$ cat config.mk
export PLATFORM = sky130hd
export DESIGN_NAME = run_monitor
export DESIGN_NICKNAME = d
export VERILOG_FILES = /design/src/rtl/run_monitor.sv
export SDC_FILE = /design/constraint.sdc
export NUM_CORES = 1
export LEC_CHECK = 0
export BUFFER_PORTS_ARGS = -buffer_cell sky130_fd_sc_hd__buf_2
export CAP_MARGIN = 25
export CORE_ASPECT_RATIO = 0.5
export CORE_MARGIN = 2
export CORE_UTILIZATION = 47
export DETAILED_ROUTE_END_ITERATION = 12
export PLACE_DENSITY_LB_ADDON = 0.3
export SLEW_MARGIN = 5
export SYNTH_ARGS = -nofsm -noshare
export SYNTH_HDL_FRONTEND = slang
export SYNTH_SLANG_ARGS = --single-unit
$ cat constraint.sdc
create_clock -name clk -period 2.1 [get_ports clk]
set_input_delay 0.105 -clock clk [delete_from_list [all_inputs] [get_ports clk]]
set_output_delay 0.105 -clock clk [all_outputs]
set_load 0.1 [all_outputs]
$ cat src/rtl/run_monitor.sv
`default_nettype none
// ============================================================================
// Module   : run_monitor
// Brief    : Run controller and result checker for a processor core.
//            Sequences the core reset, bounds the run with a cycle watchdog,
//            and decides pass/fail from stores seen on the data-memory bus.
// Revision : 1.0 - initial release
// ============================================================================
module run_monitor #(
    parameter int RESET_CYCLES   = 4,
    parameter int TIMEOUT_CYCLES = 100000,
    parameter int DATA_WIDTH     = 32,
    parameter int ADDR_WIDTH     = 32,
    parameter int PASS_ADDR      = 100,
    parameter int PASS_DATA      = 25,
    parameter int ADDR_LIMIT     = 256
) (
    input  logic                  clk,
    input  logic                  reset,
    input  logic                  MemWrite,
    input  logic [ADDR_WIDTH-1:0] DataAdr,
    input  logic [DATA_WIDTH-1:0] WriteData,
    output logic                  core_reset,
    output logic                  done,
    output logic                  pass,
    output logic                  fail,
    output logic                  timeout,
    output logic [15:0]           write_count,
    output logic [31:0]           cycle_count,
    output logic [ADDR_WIDTH-1:0] last_adr,
    output logic [DATA_WIDTH-1:0] last_data
);

    // State encoding
    localparam logic [2:0] c_ST_HOLD    = 3'd0;
    localparam logic [2:0] c_ST_RUN     = 3'd1;
    localparam logic [2:0] c_ST_PASS    = 3'd2;
    localparam logic [2:0] c_ST_FAIL    = 3'd3;
    localparam logic [2:0] c_ST_TIMEOUT = 3'd4;

    // Parameter values resized to the buses they are compared against
    localparam logic [31:0]           c_HOLD_LAST  = 32'(RESET_CYCLES - 1);
    localparam logic [31:0]           c_TIMEOUT    = 32'(TIMEOUT_CYCLES);
    localparam logic [ADDR_WIDTH-1:0] c_PASS_ADDR  = ADDR_WIDTH'(PASS_ADDR);
    localparam logic [DATA_WIDTH-1:0] c_PASS_DATA  = DATA_WIDTH'(PASS_DATA);
    localparam logic [ADDR_WIDTH-1:0] c_ADDR_LIMIT = ADDR_WIDTH'(ADDR_LIMIT);

    logic [2:0]            r_state;
    logic [2:0]            w_next_state;
    logic [31:0]           r_hold_cnt;
    logic [15:0]           r_write_count;
    logic [31:0]           r_cycle_count;
    logic [ADDR_WIDTH-1:0] r_last_adr;
    logic [DATA_WIDTH-1:0] r_last_data;

    logic w_in_run;
    logic w_store;
    logic w_sig_addr;
    logic w_wdog_hit;

    assign w_in_run   = (r_state == c_ST_RUN);
    assign w_store    = w_in_run && MemWrite;
    assign w_sig_addr = (DataAdr == c_PASS_ADDR);
    // True on the edge that would bring the run length up to the limit
    assign w_wdog_hit = ((r_cycle_count + 32'd1) == c_TIMEOUT);

    // State register
    always_ff @(posedge clk) begin
        if (reset) begin
            r_state <= c_ST_HOLD;
        end else begin
            r_state <= w_next_state;
        end
    end

    // Next-state logic: a pass/fail decision on a store outranks the watchdog
    always_comb begin
        w_next_state = r_state;
        case (r_state)
            c_ST_HOLD: begin
                if (r_hold_cnt == c_HOLD_LAST) begin
                    w_next_state = c_ST_RUN;
                end
            end
            c_ST_RUN: begin
                if (MemWrite && w_sig_addr && (WriteData == c_PASS_DATA)) begin
                    w_next_state = c_ST_PASS;
                end else if (MemWrite && w_sig_addr) begin
                    w_next_state = c_ST_FAIL;
                end else if (MemWrite && (DataAdr >= c_ADDR_LIMIT)) begin
                    w_next_state = c_ST_FAIL;
                end else if (w_wdog_hit) begin
                    w_next_state = c_ST_TIMEOUT;
                end
            end
            c_ST_PASS, c_ST_FAIL, c_ST_TIMEOUT: begin
                w_next_state = r_state;
            end
            default: begin
                w_next_state = c_ST_HOLD;
            end
        endcase
    end

    // Output decode from the registered state only, so no input reaches an output
    always_comb begin
        core_reset = 1'b1;
        done       = 1'b0;
        pass       = 1'b0;
        fail       = 1'b0;
        timeout    = 1'b0;
        case (r_state)
            c_ST_RUN: begin
                core_reset = 1'b0;
            end
            c_ST_PASS: begin
                done = 1'b1;
                pass = 1'b1;
            end
            c_ST_FAIL: begin
                done = 1'b1;
                fail = 1'b1;
            end
            c_ST_TIMEOUT: begin
                done    = 1'b1;
                timeout = 1'b1;
            end
            default: begin
                core_reset = 1'b1;
            end
        endcase
    end

    // Hold counter: counts edges spent in HOLD after reset releases
    always_ff @(posedge clk) begin
        if (reset) begin
            r_hold_cnt <= 32'd0;
        end else if ((r_state == c_ST_HOLD) && (r_hold_cnt != c_HOLD_LAST)) begin
            r_hold_cnt <= r_hold_cnt + 32'd1;
        end
    end

    // Run statistics: only advance while running, frozen in terminal states
    always_ff @(posedge clk) begin
        if (reset) begin
            r_write_count <= 16'd0;
            r_cycle_count <= 32'd0;
            r_last_adr    <= '0;
            r_last_data   <= '0;
        end else if (w_in_run) begin
            r_cycle_count <= r_cycle_count + 32'd1;
            if (w_store) begin
                if (r_write_count != 16'hFFFF) begin
                    r_write_count <= r_write_count + 16'd1;
                end
                r_last_adr  <= DataAdr;
                r_last_data <= WriteData;
            end
        end
    end

    assign write_count = r_write_count;
    assign cycle_count = r_cycle_count;
    assign last_adr    = r_last_adr;
    assign last_data   = r_last_data;

endmodule
`default_nettype wire

## Yosys cells after proc, flatten, opt, wreduce, memory -nomap -nowiden

Cells that the tools add are included.

- Output and inout port bits: 117
- Input bits: 67
- Register bits after elaboration: 147
- Logic and storage cells: 44

- Order comparisons: 1
- Equal/unequal tests: 12
- Mux-type cells: 11
- Bitwise operators: 1
- Reduce and logical (&&, ||, !) cells: 10
- Add/sub/neg operators: 3

Operators by type and width:

| kind | number |
|---|---|
| $add A32 B1 Y32 const B | 2 |
| $eq A32 B17 Y1 const B | 1 |
| $eq A32 B2 Y1 const B | 1 |
| $eq A32 B5 Y1 const B | 1 |
| $eq A32 B7 Y1 const B | 1 |
| $ge A32 B9 Y1 const B | 1 |
| $ne A32 B2 Y1 const B | 1 |
| $add A16 B1 Y16 const B | 1 |
| $ne A16 B16 Y1 const B | 1 |
| $mux W3 | 5 |
| $pmux W3 S3 | 1 |
| $eq A3 B2 Y1 const B | 2 |
| $reduce_and A3 Y1 | 2 |
| $logic_and A1 B1 Y1 | 5 |
| $mux W1 | 5 |
| $ne A5 B1 Y1 const B | 1 |
| $eq A3 B1 Y1 const B | 1 |
| $eq A3 B3 Y1 const B | 1 |
| $logic_not A3 Y1 | 1 |
| $reduce_or A3 Y1 | 1 |
| $ne A2 B2 Y1 const B | 1 |
| $reduce_and A2 Y1 | 1 |
| $not A1 Y1 | 1 |

## Logic depth before layout (Yosys ltp)

- Word-level depth: 7
- Gate-level depth with buffers: 10
- Depth with buffers taken out: 8

## Worst setup path before layout

Ideal clock, no wire load.

- Path kind: flip-flop to flip-flop
- Start point: register r_state[2]
- End point: register r_state[0]
- Path buffers: 0
- Data required time: 2014 ps
- Stages on the path, launching flop included: 8
- Path slack: -1892 ps
- Arrival time: 3907 ps
- Path through: dfxtp_1 inv_1 nor3_1 a21o_1 nor2_1 o21ai_0 o31ai_1 a211oi_1

- Word-level cells in the longest chain between the ends: 4
- Elaborated cells on any way between the ends: 11
- Classes of those cells: 6 x eq/ne; 1 x mux; 1 x bitwise; 3 x reduce/logical

Ends and longest elaborated chain:

| item | line | text |
|---|---|---|
| start: declaration | 48 | `logic [2:0] r_state;` |
| start signal: assignment | 70 | `r_state <= c_ST_HOLD;` |
| start signal: assignment | 72 | `r_state <= w_next_state;` |
| parallel branches: the longest is 4 deep, another holds $ne A5 B1 Y1 | n/a |  |

Several ways; the timed one is not identified.
A chain may end at the register's enable or synchronous reset.

## Final worst setup path

- Start point: register r_cycle_count[4], in the netlist cycle_count[4]
- End point: register r_state[2]

- Word-level cells in the longest chain between the ends: 4

Ends and longest elaborated chain:

| item | line | text |
|---|---|---|
| start: declaration | 52 | `logic [31:0] r_cycle_count;` |
| start signal: assignment | 151 | `r_cycle_count <= r_cycle_count + 32'd1;` |
| $add A32 B1 Y32 | 65 | `assign w_wdog_hit = ((r_cycle_count + 32'd1) == c_TIMEOUT);` |
| $eq A32 B17 Y1 | 65 |  |
| $ne A5 B1 Y1 (no line) | n/a |  |
| $reduce_and A3 Y1 (no line) | n/a |  |

Every way passes these cells.

==> metrics.md <==
| Metric | Value |
|---|---|
| Critical R2R Capture | r_state[2] |
| Hold WC Path Type | input pin to flop |
| Vias in the first global route | 6602 |
| Drt total wl | 20700 um |
| Fin. max-slew vios | 0 |
| Setup_tns | 0 ps |
| Drc violations | 0 |
| Die height | 88.0 um |
| Power per cell area | 927 nW/um^2 |
| Async S/R FF share, synth | 0% |
| Clk_skew | 11.9 ps |
| Drt pass-1 iters | 5 |
| GPL Wtd Cong | 0.858 |
| R2R Setup Slk | 3 ps |
| Cells after Synth | 825 |
| # diodes | 0 |
| Cell Count Post-Placement | 1187 |
| Hold Crit Endpoint | write_count[0] |
| Arrival time worst endpoint | 2460 ps |
| Hold Startpoint | reset |
| Area delta synth->final | 42.3% |
| Vias per cell | 5.45 |
| Post-DP HPWL | 12800 um |
| EDFF count, synth | 0 |
| Clock buffer depth | 2 |
| Clock transition at path regs | 60 ps |
| Gr usage total | 27.2% |
| Worst hold stages | 2 |
| Worst-path maximum fanout | 11 |
| Initial core utilization | 48.6% |
| Final setup vio count | 0 |
| Worst EP required | 2460 ps |
| First-pass GRT wire length | 32400 um |
| Syn_area_per_cell | 8.05 um^2 |
| Placeable core area | 13700 um^2 |
| Clk Latency, worst-skew pair | 430 ps |
| Worst r2r src | cycle_count[4] |
| Largest net degree at the start of global routing | 65 |
| Synth Cell Area | 6640 um^2 |
| Reg2reg path depth | 8 |
| Critical path type | flop to flop |
| CP Capture Type | flop |
| Top_reg_cell synth | dfxtp_1 |
| Final std cells w/o fill | 1287 |
| Fmax | 0.477 GHz |
| CTS tree | yes |
| Placed Area | 8080 um^2 |
| Die area | 15100 um^2 |
| # port buffers | 183 |
| Total power | 8.75 mW |
| Sequential fraction of the synthesis area | 44.3% |
| P_leak | 3.93 nW |
| Root cell of the clock tree | clkbuf_16 |
| Post-route ant nets | 0 |
| Antenna violations before repair | 0 |
| Yosys cell types | 56 |
| Crit start category | flop |
| Max Cap Viol | 0 |
| Std-Cell Rows | 30 |
| VDD IR max | 0.576 mV |
| Final Cell Area | 9450 um^2 |
| Total gr overflow | 0 |
| WL per Instance | 16.1 um |
| YS warnings | 0 |
| Rel. slew slack | 56.1% |
| Yosys reg bits | 147 |
| RSZ-0062 raised after global routing | true |
| Vias | 7018 |
| Clock sinks | 147 |
| Outcome | complete, no violations |
| Net total in the final layout | 1152 |
| Starting DRC count in detailed routing | 524 |
| # IOs | 184 |
| Cts bufs inserted | 17 |
| Die outline width | 172 um |
| Final Hold Vio Count | 0 |
| Syn Nets | 895 |
| H-Tree Depth | 4 |
| Worst Max-Slew Pin Slew | 659 ps |
| Min Hold Slack | 131 ps |
| Layout cell share with drive strength beyond 1 | 31.1% |
| Tcrit/Tclk final | 99.9% |
| Crit path time final | 2100 ps |
[critical path, cell delays in order (launching register included)]
cell and delay (ps):
dfxtp_4 350, nand3_2 150, buf_4 220, nor2_1 230, a21boi_0 280, o2111a_1 270
nand4_1 120, o31ai_1 240, and3b_1 170
[flip-flops by register name, summed over array words and instances, names as in the netlist]
signal	cells
write_count	16
r_state	3
cycle_count	32
last_adr	32
r_hold_cnt	32
last_data	32
[routing by layer]
layer  vias up  wire length [um]  share of wire, %  global-route usage (%)
met5         -                 0                 0                       0
met4         0               772               3.7                    15.4
met3        77              1060               5.1                    4.93
met2       275             10300                50                    46.5
met1      3312              8510                41                    32.8
li1       3354                 -                 -                       -
[cells in the final DEF (no fill, tap or decap), types with 7 or more instances in the layout]
master | Yosys | final
buf_2 | 6 | 182
nand2_1 | 168 | 167
dfxtp_1 | 147 | 99
nor2_1 | 98 | 97
a21oi_1 | 73 | 72
dlygate4sd3_1 | 0 | 64
xor2_1 | 53 | 53
buf_4 | 0 | 36
nand3_1 | 36 | 34
nand4_1 | 32 | 32
dfxtp_4 | 0 | 31
xnor2_1 | 28 | 28
nor4_1 | 21 | 18
clkbuf_16 | 0 | 18
dfxtp_2 | 0 | 17
and3_1 | 12 | 11
nor3_1 | 15 | 11
o21ai_0 | 8 | 8
or3_1 | 8 | 7
and2_1 | 8 | 7
[power by group]
group / total, mW / switching [mW] / internal (mW)
registers: 3.09 / 0.135 / 2.96
clock network: 2.97 / 1.32 / 1.65
logic: 2.69 / 2.06 / 0.626
[cells by family after synthesis]
group	count (synthesis)	synth area share [%]
buffers and inverters	55	3.34
and+or+nand+nor	432	31.6
DFF	147	44.3
muxes	2	0.302
xor gates and xnor gates	81	10.7
AOI/OAI and AO/OA	105	9.16
adders and majority gates	3	0.566
[through the flow]
| step | worst slack [ps] | utilization, % |
|---|---|---|
| after floorplan | -107 | - |
| after global placement | -16.3 | 59.1 |
| after detailed placement | 40.1 | 59.1 |
| after CTS | 28.0 | 68.1 |
| after global routing | -149 | 69.1 |
| final | 2.62 | 69.1 |
[repair_timing]
item / CTS / global route
endpoints found under the setup margin: 1 / 36
pin swaps: 1 / 3
hold endpoints to repair: 64 / 0
buffers inserted: 0 / 4
hold buffers: 64 / 0
gates resized for setup: 1 / 26
[cell type report]
type | instances | area [um^2]
Timing Repair Buffer | 285 | 1880
Fill cell | 1028 | 4220
Tap cell | 192 | 240
Clock inverter | 13 | 111
Sequential cell | 147 | 3080
Inverter | 8 | 31.3
Clock buffer | 19 | 464
Multi-Input combinational cell | 623 | 3640
[cell usage after synthesis (2+ instances only)]
master    number  area, um^2
a211o_1        2        17.5
a211oi_1       2        15.0
a21o_1         2        15.0
a21oi_1       73         365
a31o_2         2        17.5
a31oi_1        2        12.5
and2_1         8        50.1
and3_1        12        75.1
and4_1         8        70.1
buf_1          4        15.0
buf_2          6        30.0
clkbuf_1      36         135
dfxtp_1      147        2940
ha_1           3        37.5
inv_1          7        26.3
mux2i_1        2        20.0
nand2_1      168         631
nand3_1       36         180
nand4_1       32         200
nand4b_1       5        43.8
nor2_1        98         368
nor3_1        15        75.1
nor3_2         2        20.0
nor3b_1        2        15.0
nor4_1        21         131
nor4_2         3        37.5
nor4b_1        3        26.3
o21ai_0        8        40.0
o31ai_1        2        15.0
or3_1          8        50.1
or4_1          2        15.0
xnor2_1       28         245
xor2_1        53         464
[worst max-delay path by stage]
stage / slack, ps / start / depth (start not counted) / endpoint
after CTS: 30 / cycle_count[0] / 9 / r_state[0]
final: 3 / cycle_count[4] / 8 / r_state[2]
after global routing: -150 / cycle_count[4] / 8 / r_state[0]
after floorplan: -110 / cycle_count[1] / 10 / r_state[0]
after detailed placement: 40 / r_hold_cnt[1] / 8 / r_state[0]
after global placement: -20 / cycle_count[0] / 8 / r_state[0]
Note: power is estimated with default switching activity, not from simulation.
